### src/rtl/stream_receiver_if.sv
// Ready/valid word interface between stream_receiver and its sink.
// master: the receiver driving words out; slave: the consuming sink.
interface stream_receiver_if #(
    parameter int DATA_W = 16
);
    logic              out_ready;
    logic              out_valid;
    logic [1:0]        out_channel;
    logic [DATA_W-1:0] out_data;

    modport master (
        input  out_ready,
        output out_valid,
        output out_channel,
        output out_data
    );

    modport slave (
        output out_ready,
        input  out_valid,
        input  out_channel,
        input  out_data
    );
endinterface

### src/rtl/stream_receiver.sv
// stream_receiver: deframes a 2-bit serial symbol stream into DATA_W-bit
// words tagged with a channel (0..2), validates each frame against its XOR
// check symbol, and queues good words in a DEPTH-entry FIFO toward a
// ready/valid sink.
// Frame: START(11), CHAN, DATA_W/2 data symbols (MSB pair first), CHECK.
// Optional per-channel statistics are compiled in with the macro
// STREAM_RECEIVER_STATS_EN.
module stream_receiver #(
    parameter int DEPTH  = 4,
    parameter int DATA_W = 16
) (
    input  logic                     clk,
    input  logic                     arst,
    input  logic [1:0]               rx_data,
    stream_receiver_if.master        sink,
    output logic                     frame_err,
    output logic                     overflow,
    output logic [$clog2(DEPTH):0]   level
`ifdef STREAM_RECEIVER_STATS_EN
    ,
    output logic [15:0]              good_cnt0,
    output logic [15:0]              good_cnt1,
    output logic [15:0]              good_cnt2,
    output logic [15:0]              err_cnt
`endif
);

    localparam int NSYM = DATA_W / 2;
    localparam int CW   = (NSYM > 1) ? $clog2(NSYM) : 1;
    localparam int PW   = $clog2(DEPTH);
    localparam int LW   = PW + 1;
    localparam int WW   = DATA_W + 2;

    typedef enum logic [1:0] {
        S_IDLE,
        S_CHAN,
        S_DATA,
        S_CHECK
    } state_t;

    state_t            state;
    logic [1:0]        chan_q;
    logic [1:0]        xor_q;
    logic [DATA_W-1:0] shift_q;
    logic [CW-1:0]     sym_cnt;

    logic [WW-1:0]     mem [DEPTH];
    logic [PW-1:0]     wr_ptr;
    logic [PW-1:0]     rd_ptr;
    logic [WW-1:0]     head;

    logic frame_good;
    logic full;
    logic pop;
    logic push;
    logic drop;

    // Frame verdict and FIFO write/pop decisions for the current edge
    always_comb begin
        frame_good = (state == S_CHECK) && (chan_q != 2'b11) && (rx_data == xor_q);
        full       = (level == LW'(DEPTH));
        pop        = sink.out_valid && sink.out_ready;
        push       = frame_good && (!full || pop);
        drop       = frame_good && full && !pop;
    end

    // Deframing FSM: tracks frame position, accumulates payload and XOR
    always_ff @(posedge clk) begin
        if (arst) begin
            state     <= S_IDLE;
            chan_q    <= '0;
            xor_q     <= '0;
            shift_q   <= '0;
            sym_cnt   <= '0;
            frame_err <= 1'b0;
        end else begin
            frame_err <= 1'b0;
            case (state)
                S_IDLE: begin
                    xor_q   <= '0;
                    sym_cnt <= '0;
                    if (rx_data == 2'b11) begin
                        state <= S_CHAN;
                    end
                end
                S_CHAN: begin
                    chan_q <= rx_data;
                    state  <= S_DATA;
                end
                S_DATA: begin
                    shift_q <= (shift_q << 2) | DATA_W'(rx_data);
                    xor_q   <= xor_q ^ rx_data;
                    if (sym_cnt == CW'(NSYM - 1)) begin
                        sym_cnt <= '0;
                        state   <= S_CHECK;
                    end else begin
                        sym_cnt <= sym_cnt + CW'(1);
                    end
                end
                S_CHECK: begin
                    frame_err <= !((chan_q != 2'b11) && (rx_data == xor_q));
                    xor_q     <= '0;
                    state     <= S_IDLE;
                end
                default: state <= S_IDLE;
            endcase
        end
    end

    // Output FIFO: storage, pointers, occupancy and overflow pulse.
    // At full with a pop, wr_ptr equals rd_ptr; the slot being popped is
    // the one being refilled, so both happen on the same edge.
    always_ff @(posedge clk) begin
        if (arst) begin
            for (int unsigned i = 0; i < DEPTH; i++) begin
                mem[i] <= '0;
            end
            wr_ptr   <= '0;
            rd_ptr   <= '0;
            level    <= '0;
            overflow <= 1'b0;
        end else begin
            overflow <= drop;
            if (push) begin
                mem[wr_ptr] <= {chan_q, shift_q};
                wr_ptr      <= wr_ptr + PW'(1);
            end
            if (pop) begin
                rd_ptr <= rd_ptr + PW'(1);
            end
            case ({push, pop})
                2'b10:   level <= level + LW'(1);
                2'b01:   level <= level - LW'(1);
                default: level <= level;
            endcase
        end
    end

    // Head word presented to the sink directly from storage
    always_comb begin
        head             = mem[rd_ptr];
        sink.out_valid   = (level != '0);
        sink.out_channel = head[WW-1:DATA_W];
        sink.out_data    = head[DATA_W-1:0];
    end

`ifdef STREAM_RECEIVER_STATS_EN
    function automatic logic [15:0] sat_inc(input logic [15:0] v);
        return (v == 16'hFFFF) ? v : v + 16'd1;
    endfunction

    // Saturating per-channel good-frame and bad-frame counters
    always_ff @(posedge clk) begin
        if (arst) begin
            good_cnt0 <= '0;
            good_cnt1 <= '0;
            good_cnt2 <= '0;
            err_cnt   <= '0;
        end else begin
            if (frame_good) begin
                case (chan_q)
                    2'd0:    good_cnt0 <= sat_inc(good_cnt0);
                    2'd1:    good_cnt1 <= sat_inc(good_cnt1);
                    2'd2:    good_cnt2 <= sat_inc(good_cnt2);
                    default: ;
                endcase
            end
            if ((state == S_CHECK) && !frame_good) begin
                err_cnt <= sat_inc(err_cnt);
            end
        end
    end
`endif

endmodule

### src/flat_wrapper.sv
// flat-port wrapper written by rule: the top's interface ports become plain ports
module stream_receiver_flat 
#(
    parameter int DEPTH  = 4,
    parameter int DATA_W = 16
)
  (clk, arst, rx_data, frame_err, overflow, level, sink_out_ready, sink_out_valid, sink_out_channel, sink_out_data);
  stream_receiver_if #(.DATA_W(DATA_W)) sink_i ();
  input  logic clk;
  input  logic arst;
  input  logic [1:0] rx_data;
  output logic frame_err;
  output logic overflow;
  output logic [$clog2(DEPTH):0] level;
  input wire logic [$bits(sink_i.out_ready)-1:0] sink_out_ready;
  output wire logic [$bits(sink_i.out_valid)-1:0] sink_out_valid;
  output wire logic [$bits(sink_i.out_channel)-1:0] sink_out_channel;
  output wire logic [$bits(sink_i.out_data)-1:0] sink_out_data;
  assign sink_i.out_ready = sink_out_ready;
  assign sink_out_valid = sink_i.out_valid;
  assign sink_out_channel = sink_i.out_channel;
  assign sink_out_data = sink_i.out_data;
  stream_receiver #(.DEPTH(DEPTH), .DATA_W(DATA_W)) u_core (.clk(clk), .arst(arst), .rx_data(rx_data), .sink(sink_i), .frame_err(frame_err), .overflow(overflow), .level(level));
endmodule
### config.mk
export PLATFORM = sky130hd
export DESIGN_NAME = stream_receiver_flat
export DESIGN_NICKNAME = d
export VERILOG_FILES = /design/src/rtl/stream_receiver_if.sv /design/src/rtl/stream_receiver.sv /design/src/flat_wrapper.sv
export SDC_FILE = /design/constraint.sdc
export NUM_CORES = 1
export LEC_CHECK = 0
export ABC_AREA = 1
export CORE_MARGIN = 2
export CORE_UTILIZATION = 55
export DETAILED_ROUTE_END_ITERATION = 7
export HOLD_SLACK_MARGIN = 0.08
export PLACE_DENSITY = 0.75
export REMOVE_ABC_BUFFERS = 1
export SKIP_LAST_GASP = 1
export SLEW_MARGIN = 30
export SYNTH_ARGS = -nofsm -noshare
export SYNTH_HDL_FRONTEND = slang
export SYNTH_SLANG_ARGS = --single-unit
### constraint.sdc
create_clock -name clk -period 8.8 [get_ports clk]
set_clock_uncertainty 0.2 [all_clocks]
set_input_delay 1.76 -clock clk [delete_from_list [all_inputs] [get_ports clk]]
set_output_delay 1.76 -clock clk [all_outputs]
set_load 0.01 [all_outputs]
# --- After elaboration in Yosys (flattened, before gate mapping) ---
# Memories as Yosys holds them, arrays and structs flattened. A register that Yosys moved wholly into a read port is not among the register bits.
# Index checks and enable logic that the tools add are counted.
classes:
  reduce_logical: 20
  n_mux: 17
  bitwise: 3
  addsub: 5
  eq_ne: 12
ops:
  columns: ["cell", "count"]
  rows:
  - ["$mux 18", 1]
  - ["$reduce_or 18->1", 1]
  - ["$or 16x2->16", 1]
  - ["$pmux 3 s2", 2]
  - ["$mux 2", 5]
  - ["$eq 2x2->1 const B", 4]
  - ["$pmux 2 s4", 1]
  - ["$logic_and 1x1->1", 7]
  - ["$add 3x1->3 const B", 2]
  - ["$eq 3x3->1 const B", 2]
  - ["$mux 1", 6]
  - ["$reduce_bool 2->1", 3]
  - ["$add 2x1->2 const B", 2]
  - ["$eq 2x1->1 const B", 2]
  - ["$ne 2x1->1 const B", 2]
  - ["$pmux 2 s2", 1]
  - ["$reduce_or 2->1", 2]
  - ["$logic_not 1->1", 3]
  - ["$mux 3", 1]
  - ["$reduce_bool 3->1", 1]
  - ["$sub 3x1->3 const B", 1]
  - ["$eq 2x2->1", 1]
  - ["$logic_not 2->1", 1]
  - ["$ne 2x2->1 const B", 1]
  - ["other kinds (4)", 4]
totals:
  ramBits: 72
  inputBits: 5
  out_inout_bits: 24
  ff_bits: 34
  mem_count: 1
  wordCells: 68
memory_table:
  columns: ["name", "depth", "word_bits", "read_ports", "rd_clocked_by_memory_dff", "wr", "line", "text"]
  rows:
  - ["u_core.mem", 4, 18, 1, 1, 4, "stream_receiver.sv:47", "logic [WW-1:0] mem [DEPTH];"]

# --- Logic depth before layout (Yosys ltp) ---
depth:
  depth_word: 9
  ltp_mapped: 14
  mapped_depth_nobuf: 14

# --- Worst setup path before layout ---
# OpenSTA, ideal clock, no wires.
synth_timing:
  kind: "input to register"
  startpoint: "in rx_data[1]"
  endpoint: "mem u_core.mem[2][0] (netlist name) (enable)"
  slack_ps: 4602
  setup_ps: 418
  path_stages: 7
  n_path_buf: 0
  t_required_ps: 8182
  arrival_ps: 3580
  path_cell_list: "inv_2 nand2_1 nand2_2 nand2_2 nor2_8 inv_1 o21ai_0"
synth_lines:
  columns: ["element", "line", "text"]
  rows:
  - ["start, declared", "flat_wrapper.sv:11", "input logic [1:0] rx_data;"]
  - ["end, declared", "stream_receiver.sv:47", null]

==> metrics.md <==
| Metric | Value |
|---|---|
| Status | `complete, no violations` |
| RSZ-0062 raised after global routing | `no` |
| Fin. Hold Viols | `0` |
| Post-synth top area share | `46.7%` |
| Ratio of final minimum period to clock period | `56.6%` |
| Syn Area/Cell | `approximately 10 µm²` |
| Layout cells sized above 1 | `a little under a tenth` |
| Fmax | `between 0.2 and 0.25 GHz` |
| Post-synth EDFFs | `roughly 70` |
| CTS tree | `done` |
| Drt wl/cell | `between 15 and 20 µm` |
| Pleak | `approximately 1.8 nW` |
| Synth top cells by count | `nor2_1, edfxtp_1, o21ai_0` |
| Total power | `0.00114 W` |
| Mapped cell area | `around 0.0046 mm²` |
| Critical Path Start Type | `flip-flop` |
| Clock buffer depth | `2` |
| Synth Warn # | `0` |
| CP Class | `flip-flop to primary output` |
| Fill count | `approximately 670` |
| Via count | `3197` |
| Max VDD drop | `174 µV` |
| Core area | `0.00818 mm²` |
| P&R area growth vs syn | `10.9%` |
| Overflow after GRT | `0` |
| Register area | `0.00288 mm²` |
| Most area-consuming cells after synthesis | `edfxtp_1, dfxtp_1, nor2_1` |
| Die Width | `95.8 µm` |
| Pins over their slew limit | `0` |
| Register area share after synthesis | `62.2%` |
| H-Tree Depth | `3` |
| Post-synth ARST share | `0%` |
| Hold crit path type | `flip-flop to flip-flop` |
| Initial DRT Pass Iterations | `4` |
| Number of distinct library cells after synthesis | `25` |
| # diodes | `0` |
| Fin Setup TNS | `0 ns` |
| All-Layer GR Usage | `22.0%` |
| Final setup violation count | `0` |
| Max-capacitance violation count | `0` |
| CTS Sinks | `about 110` |
| Least-Margin Pin Slew | `around 0.95 ns` |
| Arrival time worst endpoint | `3.02 ns` |
| Power Density | `~220 mW/mm²` |
| Total length of routed wires | `9140 µm` |
| DR DRC count | `0` |
| Post-Syn Instances | `463` |
| Minimum clock period | `4.98 ns` |
| Synthesized flop and latch total | `108` |
| Critical Path End Type | `primary output` |
| Normalized max-slew margin | `36.7%` |
| Pin count of the biggest net entering global routing | `39` |
| I/O Buffers | `28` |
| Global-route wire length before repair | `between 15000 and 20000 µm` |
| Top_reg_cell synth | `edfxtp_1` |
| Multi-input logic area | `0.00146 mm²` |
| RD Place Congestion | `0.820` |
| Initial antenna violation count | `0` |
| Non-filler cells in the finished layout | `589` |
| Top-count cell post-synth | `nor2_1` |
| IO Pins | `29` |
| Vias per cell | `between 5 and 6` |
| Initial Util | `a little under three fifths` |
| Layout Nets | `492` |
| Row count | `33` |
| Clk slew on worst S/H paths | `between 0.1 and 0.15 ns` |
| Placed Instances | `573` |
| Critical path required time | `between 6 and 7 ns` |
| Die ar. | `approximately 0.0092 mm²` |
| 1st-iter DRT viols | `251` |
| Critical-path maximum fanout | `37` |
| Postcts setup bufs | `0` |
| Area leader, netlist | `edfxtp_1` |
| Root Buffer | `clkbuf_8` |
| Hpwl dp | `5450 µm` |
| Worst skew pair latency | `0.37 ns` |
| Die Height | `95.8 µm` |
| Antenna Violating Nets Remaining | `0` |
| Num CTS Buffers | `9` |
| Post-route core utilization | `62.9%` |
| # hold bufs at CTS | `0` |
| Vias in the first global route | `3208` |
| PostCTS Resize Cnt | `0` |
## cell type report
cell class / count / area share [%]
well taps: 105 / 2.56
repair buffers: 31 / 5.89
flip-flops and latches: 108 / 56.1
inverters: 44 / 3.21
clock buffers: 9 / 2.41
clock inverters: 7 / 1.41
multi-input cells: 285 / 28.4
## report_power, final
part           internal, W  switching, W  total (W)
registers         0.000590     0.0000245   0.000614
clock network     0.000133      0.000169   0.000302
logic            0.0000688      0.000150   0.000219
## metal layers
metal	GRT usage [%]	vias up	share of wire (%)	routed length, µm
met3	4.23	12	4.7	428
met4	8.45	0	1.8	165
met1	27.1	1507	44	4060
li1	-	1600	-	-
met5	0	-	0	0
met2	38.4	78	49	4480
## through the flow
stage	hold slack, ns	setup slack [ns]	instance area [µm²]
final	0.264	3.82	5140
after global placement	0.244	4.08	4940
after global routing	0.282	3.59	5140
after CTS	0.271	3.83	5140
after floorplan	0.233	4.60	4500
after detailed placement	0.255	4.07	4940
## cell usage in the layout, fill, tap and decap left out, types with 2 or more instances in the layout
master / instances
ha_1: 6
nand2_2: 7
buf_4: 3
clkdlybuf4s50_1: 28
clkinvlp_4: 2
nand2_1: 27
clkbuf_8: 9
nor3_1: 11
inv_1: 39
nor2_1: 103
o22ai_1: 18
inv_6: 2
nand3_1: 4
edfxtp_1: 72
inv_2: 4
clkinv_2: 2
nor3_2: 10
dfxtp_1: 36
a21oi_1: 28
nand4_1: 2
o21ai_0: 61
## worst max-delay path, cell delays in order, from the launching register on
cell and delay (ns):
dfxtp_1 0.32, buf_4 0.32, clkinv_1 0.83, o21ai_0 0.49, o22ai_1 0.16, clkdlybuf4s50_1 0.50
## cells by family (layout without fill, tap and decap cells)
group	after synthesis	in the layout	share of synthesized area, %
compound gates	110	110	12.5
buf+inv	70	91	6.40
flops	108	108	62.2
fa+ha+maj	8	8	2.32
simple gates	167	167	16.6
## path summary, 6_finish.rpt
check,startpoint,to,slack [ns],cells after the start
worst max-delay path,flip-flop,sink_out_data[9],3.82,5
worst min-delay path,u_core.rd_ptr[1],flip-flop,0.26,2
worst max register to register,u_core.state[1],u_core.mem[0][17],5.97,7
worst min register to register,u_core.rd_ptr[1],flip-flop,0.26,2
## state kept, by name, summed over array words and instances, names as in the netlist, named ones only
name              cells
u_core.mem           72
u_core.shift_q       16
u_core.level          3
u_core.sym_cnt        3
u_core.chan_q         2
u_core.rd_ptr         2
u_core.state          2
u_core.wr_ptr         2
u_core.xor_q          2
u_core.frame_err      1
u_core.overflow       1
No activity file was read; power rests on OpenSTA's default activity.
